<file path="src/rtl/if_fetch.sv">
// if_fetch: instruction-fetch stage. It owns the PC, the fetch-valid flag and a
// pending-redirect latch. The latch holds a branch that decode resolves while
// the front end is stalled, so that branch is not lost.
// Optional feature macro: IF_ADDR_EXC_EN enables the fetch address-error flag
// (if_exc_adel). When the macro is undefined, the flag is tied to 0.
module if_fetch #(
  parameter logic [31:0] RESET_VECTOR = 32'hBFC0_0000,
  parameter logic [31:0] PC_STEP      = 32'd4,
  parameter int unsigned STALL_W      = 6
) (
  input  logic                   clk,
  input  logic                   rst,
  input  logic [STALL_W-1:0]     stall,
  input  logic [32:0]            br_bus,
  output logic [32:0]            if_to_id_bus,
  output logic                   inst_sram_en,
  output logic [3:0]             inst_sram_wen,
  output logic [31:0]            inst_sram_addr,
  output logic [31:0]            inst_sram_wdata,
  output logic                   if_exc_adel
);

  localparam logic [31:0] PC_RESET = RESET_VECTOR - PC_STEP;

  typedef enum logic [1:0] {
    S_IDLE  = 2'd0,
    S_RUN   = 2'd1,
    S_HOLD  = 2'd2,
    S_REDIR = 2'd3
  } state_t;

  state_t      r_state, w_state_n;
  logic [31:0] r_pc, w_pc_n;
  logic        r_ce, w_ce_n;
  logic        r_pend_valid, w_pend_valid_n;
  logic [31:0] r_pend_target, w_pend_target_n;
  logic        r_adel;
  logic        w_adel_n;
  logic        w_load;

  logic        w_hold;
  logic        w_br_e;
  logic [31:0] w_br_addr;
  logic [31:0] w_pc_seq;
  logic        w_unused_stall;

  assign w_hold         = stall[0];
  assign w_br_e         = br_bus[32];
  assign w_br_addr      = br_bus[31:0];
  assign w_pc_seq       = r_pc + PC_STEP;
  assign w_unused_stall = ^stall[STALL_W-1:1];

  // State, PC, fetch-valid and pending-redirect registers.
  always_ff @(posedge clk) begin
    if (rst) begin
      r_state       <= S_IDLE;
      r_pc          <= PC_RESET;
      r_ce          <= 1'b0;
      r_pend_valid  <= 1'b0;
      r_pend_target <= 32'h0;
    end else begin
      r_state       <= w_state_n;
      r_pc          <= w_pc_n;
      r_ce          <= w_ce_n;
      r_pend_valid  <= w_pend_valid_n;
      r_pend_target <= w_pend_target_n;
    end
  end

  // Next-state and next-PC selection. Priority: hold > pending > branch > sequential.
  always_comb begin
    w_state_n       = r_state;
    w_pc_n          = r_pc;
    w_ce_n          = r_ce;
    w_pend_valid_n  = r_pend_valid;
    w_pend_target_n = r_pend_target;
    w_load          = 1'b0;
    unique case (r_state)
      S_IDLE: begin
        w_state_n = S_RUN;
        w_ce_n    = 1'b1;
        w_pc_n    = w_pc_seq;
      end
      S_RUN, S_HOLD: begin
        if (w_hold) begin
          if (w_br_e) begin
            w_pend_target_n = w_br_addr;
            w_pend_valid_n  = 1'b1;
            w_state_n       = S_REDIR;
          end else begin
            w_state_n = S_HOLD;
          end
        end else begin
          w_state_n = S_RUN;
          if (w_br_e) begin
            w_pc_n = w_br_addr;
            w_load = 1'b1;
          end else begin
            w_pc_n = w_pc_seq;
          end
        end
      end
      S_REDIR: begin
        if (w_hold) begin
          if (w_br_e) begin
            w_pend_target_n = w_br_addr;
          end
        end else begin
          // The pending target wins over any branch seen in the release cycle.
          w_state_n      = S_RUN;
          w_pend_valid_n = 1'b0;
          if (r_pend_valid) begin
            w_pc_n = r_pend_target;
            w_load = 1'b1;
          end else begin
            w_pc_n = w_pc_seq;
          end
        end
      end
      default: w_state_n = S_IDLE;
    endcase
  end

`ifdef IF_ADDR_EXC_EN
  // The flag is updated only on redirect loads. Sequential fetch keeps the flag's current value.
  always_comb begin
    w_adel_n = r_adel;
    if (w_load) begin
      w_adel_n = |w_pc_n[1:0];
    end
  end

  // Address-error flag register.
  always_ff @(posedge clk) begin
    if (rst) begin
      r_adel <= 1'b0;
    end else begin
      r_adel <= w_adel_n;
    end
  end
`else
  // Feature disabled: no address-error detection.
  always_comb begin
    w_adel_n = 1'b0;
    r_adel   = w_adel_n | (w_load & 1'b0);
  end
`endif

  assign if_exc_adel     = r_adel;
  assign inst_sram_en    = r_ce & ~r_adel;
  assign inst_sram_addr  = r_pc;
  assign inst_sram_wen   = 4'b0000;
  assign inst_sram_wdata = 32'h0;
  assign if_to_id_bus    = {r_ce, r_pc};

endmodule

</file>
<file path="config.mk">
export PLATFORM = sky130hd
export DESIGN_NAME = if_fetch
export DESIGN_NICKNAME = d
export VERILOG_FILES = /design/src/rtl/if_fetch.sv
export SDC_FILE = /design/constraint.sdc
export NUM_CORES = 1
export LEC_CHECK = 0
export ABC_AREA = 1
export BUFFER_PORTS_ARGS = -buffer_cell sky130_fd_sc_hd__buf_2
export CAP_MARGIN = 20
export CORE_MARGIN = 2
export CORE_UTILIZATION = 40
export CTS_CLUSTER_SIZE = 14
export DETAILED_ROUTE_END_ITERATION = 12
export PLACE_DENSITY = 0.74
export SETUP_SLACK_MARGIN = 0.5
export SLEW_MARGIN = 20
export SYNTH_ARGS = -nofsm -noshare
export SYNTH_HDL_FRONTEND = slang
export SYNTH_SLANG_ARGS = --single-unit
export TNS_END_PERCENT = 50
</file>
<file path="constraint.sdc">
create_clock -name clk -period 2.3 [get_ports clk]
set_input_delay 0.345 -clock clk [delete_from_list [all_inputs] [get_ports clk]]
set_output_delay 0.345 -clock clk [all_outputs]
set_load 0.005 [all_outputs]
</file>
-- Word-level counts from Yosys, hierarchy flattened
Cells that the tools add are included.
- mux-type cells: 13
- equality and inequality tests: 7
- $add $sub $neg: 1
- reduce and logical (&&, ||, !) cells: 7
- operator list (kind ; count):
    two-way mux 32 bit ; 4
    one-hot mux 32 bit (3 select lines) ; 1
    adder 32 x 3 -> 32 bit, second input constant ; 1
    != test 2 bit, second input constant ; 4
    one-hot mux 2 bit (3 select lines) ; 1
    equality test 2 bit, second input constant ; 2
    two-way mux 1 bit ; 4
    two-way mux 2 bit ; 2
    AND reduction 4 bit ; 1
    AND reduction 3 bit ; 1
    OR reduction 3 bit ; 1
    equality test 2 x 1 -> 1 bit, second input constant ; 1
    zero test 2 bit ; 1
    one-hot mux 1 bit (2 select lines) ; 1
    AND reduction 2 bit ; 1
    nonzero test 2 bit ; 1
    OR reduction 2 bit ; 1
- word-level logic and storage cells: 33
- output and inout bits: 103
- register bits: 68

-- Longest topological paths before layout
Gate-level depths: netlist of the first run.
- depth in word-level cells: 4
- depth in mapped cells: 12

-- Least setup slack after synthesis of the first run
OpenSTA, ideal clock, no wires.
- kind: flip-flop to flip-flop
- start: reg r_state[0]
- end: reg r_pc[29] (netlist: inst_sram_addr[29])
- period minus slack after synthesis: 1.680 ns
- arrival time: 1.564 ns
- path slack: 0.620 ns
- required time: 2.184 ns
- cell stages (with the launch flop): 13
- cell sequence: dfxtp_1 > inv_1 > ha_1 > buf_4 > inv_2 > nand2_1 > nand2_2 > inv_2 > nor2_4 > inv_2 > buf_4 > nor2_1 > a21oi_2
- word-level cells in the longest chain between the ends: 4
- RTL lines (item ; line ; text):
    start: declaration ; 32 ; state_t r_state, w_state_n;
    start signal: assignment ; 62 ; r_state <= w_state_n;
    equality test 2 x 1 -> 1 bit or equality test 2 bit (tied branches) ; 78 ; unique case (r_state)
    OR reduction 2 bit ; 78 ;
    != test 2 bit (no line) ; - ;
    AND reduction 2 bit (no line) ; - ;
    end signal: assignment ; 63 ; r_pc <= w_pc_n;
    end: declaration ; 33 ; logic [31:0] r_pc, w_pc_n;
Parallel ways exist; a longest one is shown, timed or not.
A chain may end at the register's enable or synchronous reset.

-- Final worst setup path of the first run
- start: reg r_state[0]
- end: reg r_pend_target[8]
- word-level cells in the longest chain between the ends: 3
- RTL lines (item ; line ; text):
    equality test 2 bit or equality test 2 x 1 -> 1 bit (tied branches) ; 78 ;
    OR reduction 3 bit (no line) * ; - ;
    AND reduction 3 bit (no line) * ; - ;
    end signal: assignment ; 66 ; r_pend_target <= w_pend_target_n;
    end: declaration ; 36 ; logic [31:0] r_pend_target, w_pend_target_n;
Every way passes the cells marked *; elsewhere a longest branch is shown, timed or not.

==> summary.txt, run 1 <==
Die
  – Starting Density: 0.412
  – Cell Rows: 38
  – Core area: 0.0109 mm^2
  – Die Area: 0.0121 mm^2
  – Io pins: 144
  – Die H: 110 um
  – Die W: 110 um

Clock network
  – Sink Count: 68
  – CTS max path bufs: 2
  – CTS clk-pin slew, worst paths: 50 ps
  – H-tree levels: 3
  – CTS Hold Buffers Added: 0
  – Number of CTS-inserted buffers: 9
  – Worst-Skew Late Latency: 330 ps
  – Root buf cell: clkbuf_16
  – Clock tree from TritonCTS: yes

Logic synthesis
  – Commonest cells in the synthesized netlist: 91 x nand3_1, 85 x nor2_1, 75 x buf_4
  – Dominant synthesized flop cell: dfxtp_1
  – Share of the synthesized area in the top cell type: 0.302
  – Yosys reg bits: 68
  – Synth unique cells: 39
  – Mapped Area: 0.00451 mm^2
  – Async set-or-reset flop fraction in the synthesized netlist: 0
  – Post-synthesis sequential area ratio: 0.302
  – Top cells by area, synth: dfxtp_1 30%, buf_4 12%, nand3_1 10%
  – Syn. warnings: 0
  – Post-synth EDFFs: 0
  – Most common cell in the netlist: nand3_1
  – Mean Syn Cell Area: 6.79 um^2
  – Cell accounting for the most synthesized area: dfxtp_1
  – Post-Synthesis Cells: 664

Detailed routing
  – DRT iter0 DRCs: 351
  – WL per Instance: 14.1 um
  – Post-route ant nets: 0
  – DR pass1 iterations: 4
  – DR DRC count: 0
  – Via Count: 4456
  – Post-Route WL: 12300 um
  – DR vias/cell: 5.11

Worst setup path
  – Critical path's largest stage delay: 560 ps
  – Crit path launch: r_state[0]
  – Critical path peak fanout: 23
  – R2r setup slk: 570 ps
  – Reg2Reg Depth: 6
  – Worst EP required: 2570 ps
  – Worst r2r dst: r_pend_target[8]
  – WP data arrival: 1990 ps
  – Startpoint types: flop
  – Critical Path End Type: flop
  – Reg2reg start: r_state[0]
  – Crit-path cells: inv_1 > ha_1 > nor3_4 > inv_1 > nor2_1 > nor2_1
  – CP max stage cell: inv_1
  – Type of the worst setup path: flop to flop

GRT
  – Overall Global Routing Usage: 0.200
  – Number of global-route vias before repair: 3841
  – Largest net degree at the start of global routing: 42
  – First-pass GRT wire length: 18800 um
  – Gr ovfl total: 0
  – Initial antenna violation count: 1

STA
  – Fin crit share: 0.750
  – Slew margin rel.: 0.500
  – Clock skew: 6.79 ps
  – Unrepaired setup endpoints after global routing: yes
  – Setup total negative slack: 0 ps
  – Fmax: 0.579 GHz
  – Final hold vios: 0
  – Worst-Margin Slew: 749 ps
  – Tmin final: 1730 ps
  – Max Slew Vio Count: 0
  – Finish-stage setup viols: 0

Cells and area
  – Multi-input gate area: 0.00243 mm^2
  – Layout Utilization: 0.467
  – Flip-flop and latch area: 0.00137 mm^2
  – Nets: 771
  – # fillers: 1125
  – Layout cells sized above 1: 0.245
  – Area growth syn-to-layout: 13.3%

Placement
  – HPWL after detailed placement: 8600 um
  – Final GP Congestion: 0.866
  – PortBufs: 101

Pwr
  – Peak supply drop: 0.428 mV
  – Pleak: 2.46 nW
  – Pwr/cell area: 805 mW/mm^2

Outcome
  – Status: completed

Min path
  – Hold Crit Class: input port to flop
  – Hold depth: 3
  – Hold Path Origin: br_bus[17]
  – WHS Endpoint: r_pend_target[17]

Run
  – Max cap viols: 0
cell usage in the layout, fill, tap and decap left out, types with 2 or more instances in the layout:
| master | Yosys | final |
|---|---|---|
| inv_2 | 6 | 6 |
| o21ai_1 | 3 | 6 |
| o22ai_1 | 3 | 3 |
| nand3_2 | 1 | 2 |
| a21oi_2 | 1 | 3 |
| nor2_2 | 8 | 7 |
| nand4_1 | 9 | 9 |
| a31oi_1 | 4 | 4 |
| ha_1 | 4 | 2 |
| nor2_1 | 85 | 84 |
| nor2_4 | 5 | 7 |
| clkbuf_8 | 0 | 3 |
| ha_4 | 0 | 2 |
| clkbuf_1 | 13 | 3 |
| a21oi_1 | 61 | 59 |
| nor2_8 | 2 | 2 |
| dfxtp_2 | 0 | 3 |
| dfxtp_1 | 68 | 65 |
| nand3_1 | 91 | 90 |
| o21ai_0 | 54 | 51 |
| nand2_2 | 7 | 8 |
| buf_4 | 75 | 16 |
| nor3_1 | 3 | 3 |
| buf_2 | 13 | 101 |
| conb_1 | 1 | 37 |
| nand2_1 | 69 | 68 |
| clkbuf_16 | 0 | 9 |
| a22oi_1 | 12 | 11 |
| inv_1 | 50 | 49 |
| xor2_1 | 2 | 2 |
routing by layer:
metal,global-route usage,routed length (um)
met5,0,0
met1,0.277,5700
met3,0.0447,943
met4,0.0795,206
met2,0.301,5420
where the power goes:
| group | leakage (nW) | total, W | internal [W] | switching (W) |
|---|---|---|---|---|
| clock network | 0.140 | 0.00133 | 0.000818 | 0.000512 |
| registers | 0.561 | 0.00152 | 0.00132 | 0.000200 |
| logic | 1.76 | 0.00127 | 0.000491 | 0.000774 |
flip-flops by register name (all words and copies together), names as in the netlist:
name,count
inst_sram_addr,32
r_pend_target,32
r_state,2
inst_sram_en,1
r_pend_valid,1
worst max path at each step:
stage / slack, ps / to
after floorplan: 620 / inst_sram_addr[29]
after global placement: 480 / inst_sram_addr[25]
after detailed placement: 420 / inst_sram_addr[21]
after CTS: 460 / inst_sram_addr[21]
after global routing: 420 / r_pend_target[13]
final: 570 / r_pend_target[8]
what timing repair did:
item	in CTS	in global routing
setup buffers	0	4
setup endpoints to repair	18	48
gates resized for setup	7	14
pin swaps	0	2
kinds of logic (layout without fill, tap and decap cells):
logic type | count (synthesis) | count (layout) | synth area share
xor+xnor | 4 | 4 | 0.00944
other cells | 1 | 38 | 0.000832
flops | 68 | 68 | 0.302
compound gates | 143 | 143 | 0.172
buf+inv | 159 | 190 | 0.202
fa+ha+maj | 4 | 4 | 0.0111
simple gates | 285 | 285 | 0.303
area by class of cell:
| cell class | count | share of cell area |
|---|---|---|
| Clock buffer | 15 | 0.0544 |
| Sequential cell | 68 | 0.267 |
| Clock inverter | 1 | 0.000980 |
| Timing Repair Buffer | 118 | 0.125 |
| Multi-Input combinational cell | 473 | 0.476 |
| Antenna cell | 1 | 0.000490 |
| Tap cell | 140 | 0.0343 |
| Inverter | 56 | 0.0421 |
stage by stage:
stage	power [W]	instances	setup WS (ps)	area [um^2]	hold WS, ps
floorplan	0.00249	700	620	4640	414
global placement	0.00271	851	482	4720	464
detailed placement	0.00273	851	419	4720	468
CTS	0.00406	867	456	5020	257
global route	0.00438	871	424	5100	267
finish	0.00411	872	574	5110	258
critical path: cells and delay by family, from the launching register on:
kind                       cells  cell delay [ps]
DFF                            1              330
buffers and inverters          2              670
and+or+nand+nor                3              300
adders and majority gates      1              360
Note: power is estimated with default switching activity, not from simulation.
==> inputs of run 2 (changes only) <==
- PLACE_DENSITY: 0.74 -> 0.77
- clock period: 2.3 -> 1.4 ns (I/O delays scaled with it)
==> summary.txt, run 2 (synthesis results as in run 1) <==
Pwr
  – Clock power share: 0.269 (was 0.323)
  – P_int: 0.00502 W (was 0.00263 W)
  – Peak supply drop: 0.604 mV (was 0.428 mV)
  – Flop pwr share: 0.300 (was 0.369)
  – Power share of the combinational group: 0.431 (was 0.308)
  – Sw frac: 0.373 (was 0.361)
  – Pwr/cell area: 1190 mW/mm^2 (was 805 mW/mm^2)
  – Pleak: 3.11 nW (was 2.46 nW)
  – Psw: 0.00298 W (was 0.00149 W)

STA
  – Finish-stage setup viols: 66 (was 0)
  – Tmin final: 1700 ps (was 1730 ps)
  – Fmax: 0.588 GHz (was 0.579 GHz)
  – Setup total negative slack: -13350 ps (was 0 ps)
  – Max Slew Vio Count: 0 (unchanged)
  – Fin crit share: 1.22 (was 0.750)
  – Final hold vios: 0 (unchanged)
  – Clock skew: 8.79 ps (was 6.79 ps)
  – Setup ws final: -301 ps (was 574 ps)
  – Unrepaired setup endpoints after global routing: yes (unchanged)

Clock network
  – Clock tree from TritonCTS: yes (unchanged)
  – CTS clk-pin slew, worst paths: 60 ps (was 50 ps)
  – H-tree levels: 3 (unchanged)
  – Number of CTS-inserted buffers: 9 (unchanged)
  – Sink Count: 68 (unchanged)
  – CTS max path bufs: 2 (unchanged)
  – Root buf cell: clkbuf_16 (unchanged)
  – Worst-Skew Late Latency: 350 ps (was 330 ps)
  – CTS Hold Buffers Added: 0 (unchanged)

GRT
  – First-pass GRT wire length: 23200 um (was 18800 um)
  – Largest net degree at the start of global routing: 37 (was 42)
  – Gr ovfl total: 0 (unchanged)
  – Number of global-route vias before repair: 4809 (was 3841)
  – Initial antenna violation count: 0 (was 1)
  – Overall Global Routing Usage: 0.247 (was 0.200)

Worst setup path
  – WP data arrival: 1920 ps (was 1990 ps)
  – Critical Path End Type: flop (unchanged)
  – WP buf/inv: 5 (was 2)
  – Startpoint types: flop (unchanged)
  – Critical path's largest stage delay: 350 ps (was 560 ps)
  – Critical path peak fanout: 8 (was 23)
  – Crit-path cells: inv_2 > ha_4 > inv_4 > nand2_4 > nand2_4 > inv_4 > nor2_4 > inv_4 > buf_16 > a21oi_2 > a22oi_1 (was inv_1 > ha_1 > nor3_4 > inv_1 > nor2_1 > nor2_1)
  – Worst EP required: 1620 ps (was 2570 ps)
  – Worst r2r dst: inst_sram_addr[21] (was r_pend_target[8])
  – Crit path top cell by count: inv_4
  – CP max stage cell: dfxtp_2 (was inv_1)
  – Type of the worst setup path: flop to flop (unchanged)
  – R2r setup slk: -300 ps (was 570 ps)
  – Cell family with most CP delay: buffers and inverters (unchanged)
  – Reg2Reg Depth: 11 (was 6)
  – Crit path launch: r_state[0] (unchanged)
  – Reg2reg start: r_state[0] (unchanged)

Cells and area
  – Area growth syn-to-layout: 48.9% (was 13.3%)
  – Layout cells sized above 1: 0.454 (was 0.245)
  – Commonest non-fill, non-tap cell in the layout: buf_2 (unchanged)
  – Most frequent cells in the layout: 95 x buf_2, 87 x nand3_1, 74 x buf_4 (was 101 x buf_2, 90 x nand3_1, 84 x nor2_1)
  – Nets: 870 (was 771)
  – # fillers: 831 (was 1125)
  – # diodes: 0 (was 1)

Outcome
  – Failing checks: negative setup slack
  – Status: complete, but fails checks (was completed)

Placement
  – Final GP Congestion: 0.893 (was 0.866)
  – HPWL after detailed placement: 9410 um (was 8600 um)
  – PortBufs: 101 (unchanged)
  – Setup WS pre-CTS: -252 ps (was 419 ps)

Detailed routing
  – Via Count: 5374 (was 4456)
  – DR vias/cell: 5.55 (was 5.11)
  – DR DRC count: 0 (unchanged)
  – Post-route ant nets: 0 (unchanged)
  – DR pass1 iterations: 6 (was 4)
  – DRT iter0 DRCs: 617 (was 351)
  – WL per Instance: 17.1 um (was 14.1 um)
  – Post-Route WL: 16600 um (was 12300 um)

Die
  – Starting Density: 0.412 (unchanged)
  – Die H: 110 um (unchanged)
  – Cell Rows: 38 (unchanged)
  – Die W: 110 um (unchanged)
  – Core area: 0.0109 mm^2 (unchanged)
  – Die Area: 0.0121 mm^2 (unchanged)
  – Io pins: 144 (unchanged)

Run
  – Max cap viols: 0 (unchanged)

Min path
  – Hold depth: 3 (unchanged)
  – Hold Crit Class: input port to flop (unchanged)
  – WHS Endpoint: r_pend_target[4] (was r_pend_target[17])
  – Hold Path Origin: br_bus[4] (was br_bus[17])
==> run 2: changes by cell type in the layout (fill, tap and decap cells not counted), sizes merged <==
cell / previous run / this run
clkbuf: 15 / 13
clkinv: 1 / 2
buf: 118 / 217
diode: 1 / 0
==> run 2: routing by layer <==
metal  up-vias  routed length (um)  GRT usage
li1       2426                   -          -
met1      2476                6320      0.304
met2       398                7970      0.409
met3        74                1580     0.0635
met4         0                 706      0.105
met5         -                   0          0
==> run 2: final cells by class <==
type / instances / area [um^2] / area share
multi-input cells: 473 / 2960 / 0.440
repair buffers: 217 / 1700 / 0.254
flip-flops and latches: 68 / 1380 / 0.205
clock buffers: 13 / 260 / 0.0388
inverters: 56 / 233 / 0.0347
well taps: 140 / 175 / 0.0261
clock inverters: 2 / 10.0 / 0.00149
==> run 2: worst max path at each step <==
| stage | end | slack [ps] | cells past startpoint |
|---|---|---|---|
| global placement | inst_sram_addr[23] | -230 | 7 |
| CTS | inst_sram_addr[3] | -180 | 10 |
| floorplan | inst_sram_addr[20] | -160 | 12 |
| global route | inst_sram_addr[4] | -390 | 10 |
| detailed placement | inst_sram_addr[20] | -250 | 7 |
| finish | inst_sram_addr[21] | -300 | 11 |
==> run 2: power groups by stage <==
| stage | combinational (W) | clock, W | sequential (W) |
|---|---|---|---|
| finish | 0.00345 | 0.00215 | 0.00240 |
| global route | 0.00375 | 0.00225 | 0.00243 |
| CTS | 0.00308 | 0.00211 | 0.00237 |
| detailed placement | 0.00274 | 0 | 0.00240 |
| global placement | 0.00270 | 0 | 0.00239 |
| floorplan | 0.00171 | 0 | 0.00245 |
==> run 2: worst min-delay path, stage by stage <==
cell	delay, ps
buf_2	100
nor2_2	40
nor2_1	80
==> run 2: stage by stage <==
stage               power (W)  hold WS (ps)   util  cell area, um^2  std cells
floorplan             0.00416           279      -             4740        700
global placement      0.00508           452  0.499             5460        933
detailed placement    0.00514           460  0.499             5460        933
CTS                   0.00757          98.2  0.579             6330        966
global route          0.00843           121  0.614             6710        969
finish                0.00800           113  0.614             6710        969
==> run 2: what timing repair did <==
| action | CTS | global route |
|---|---|---|
| pin swaps | 17 | 17 |
| setup buffers | 12 | 3 |
| gates resized for setup | 118 | 100 |
| gates cloned | 6 | 0 |
| setup endpoints to repair | 133 | 133 |
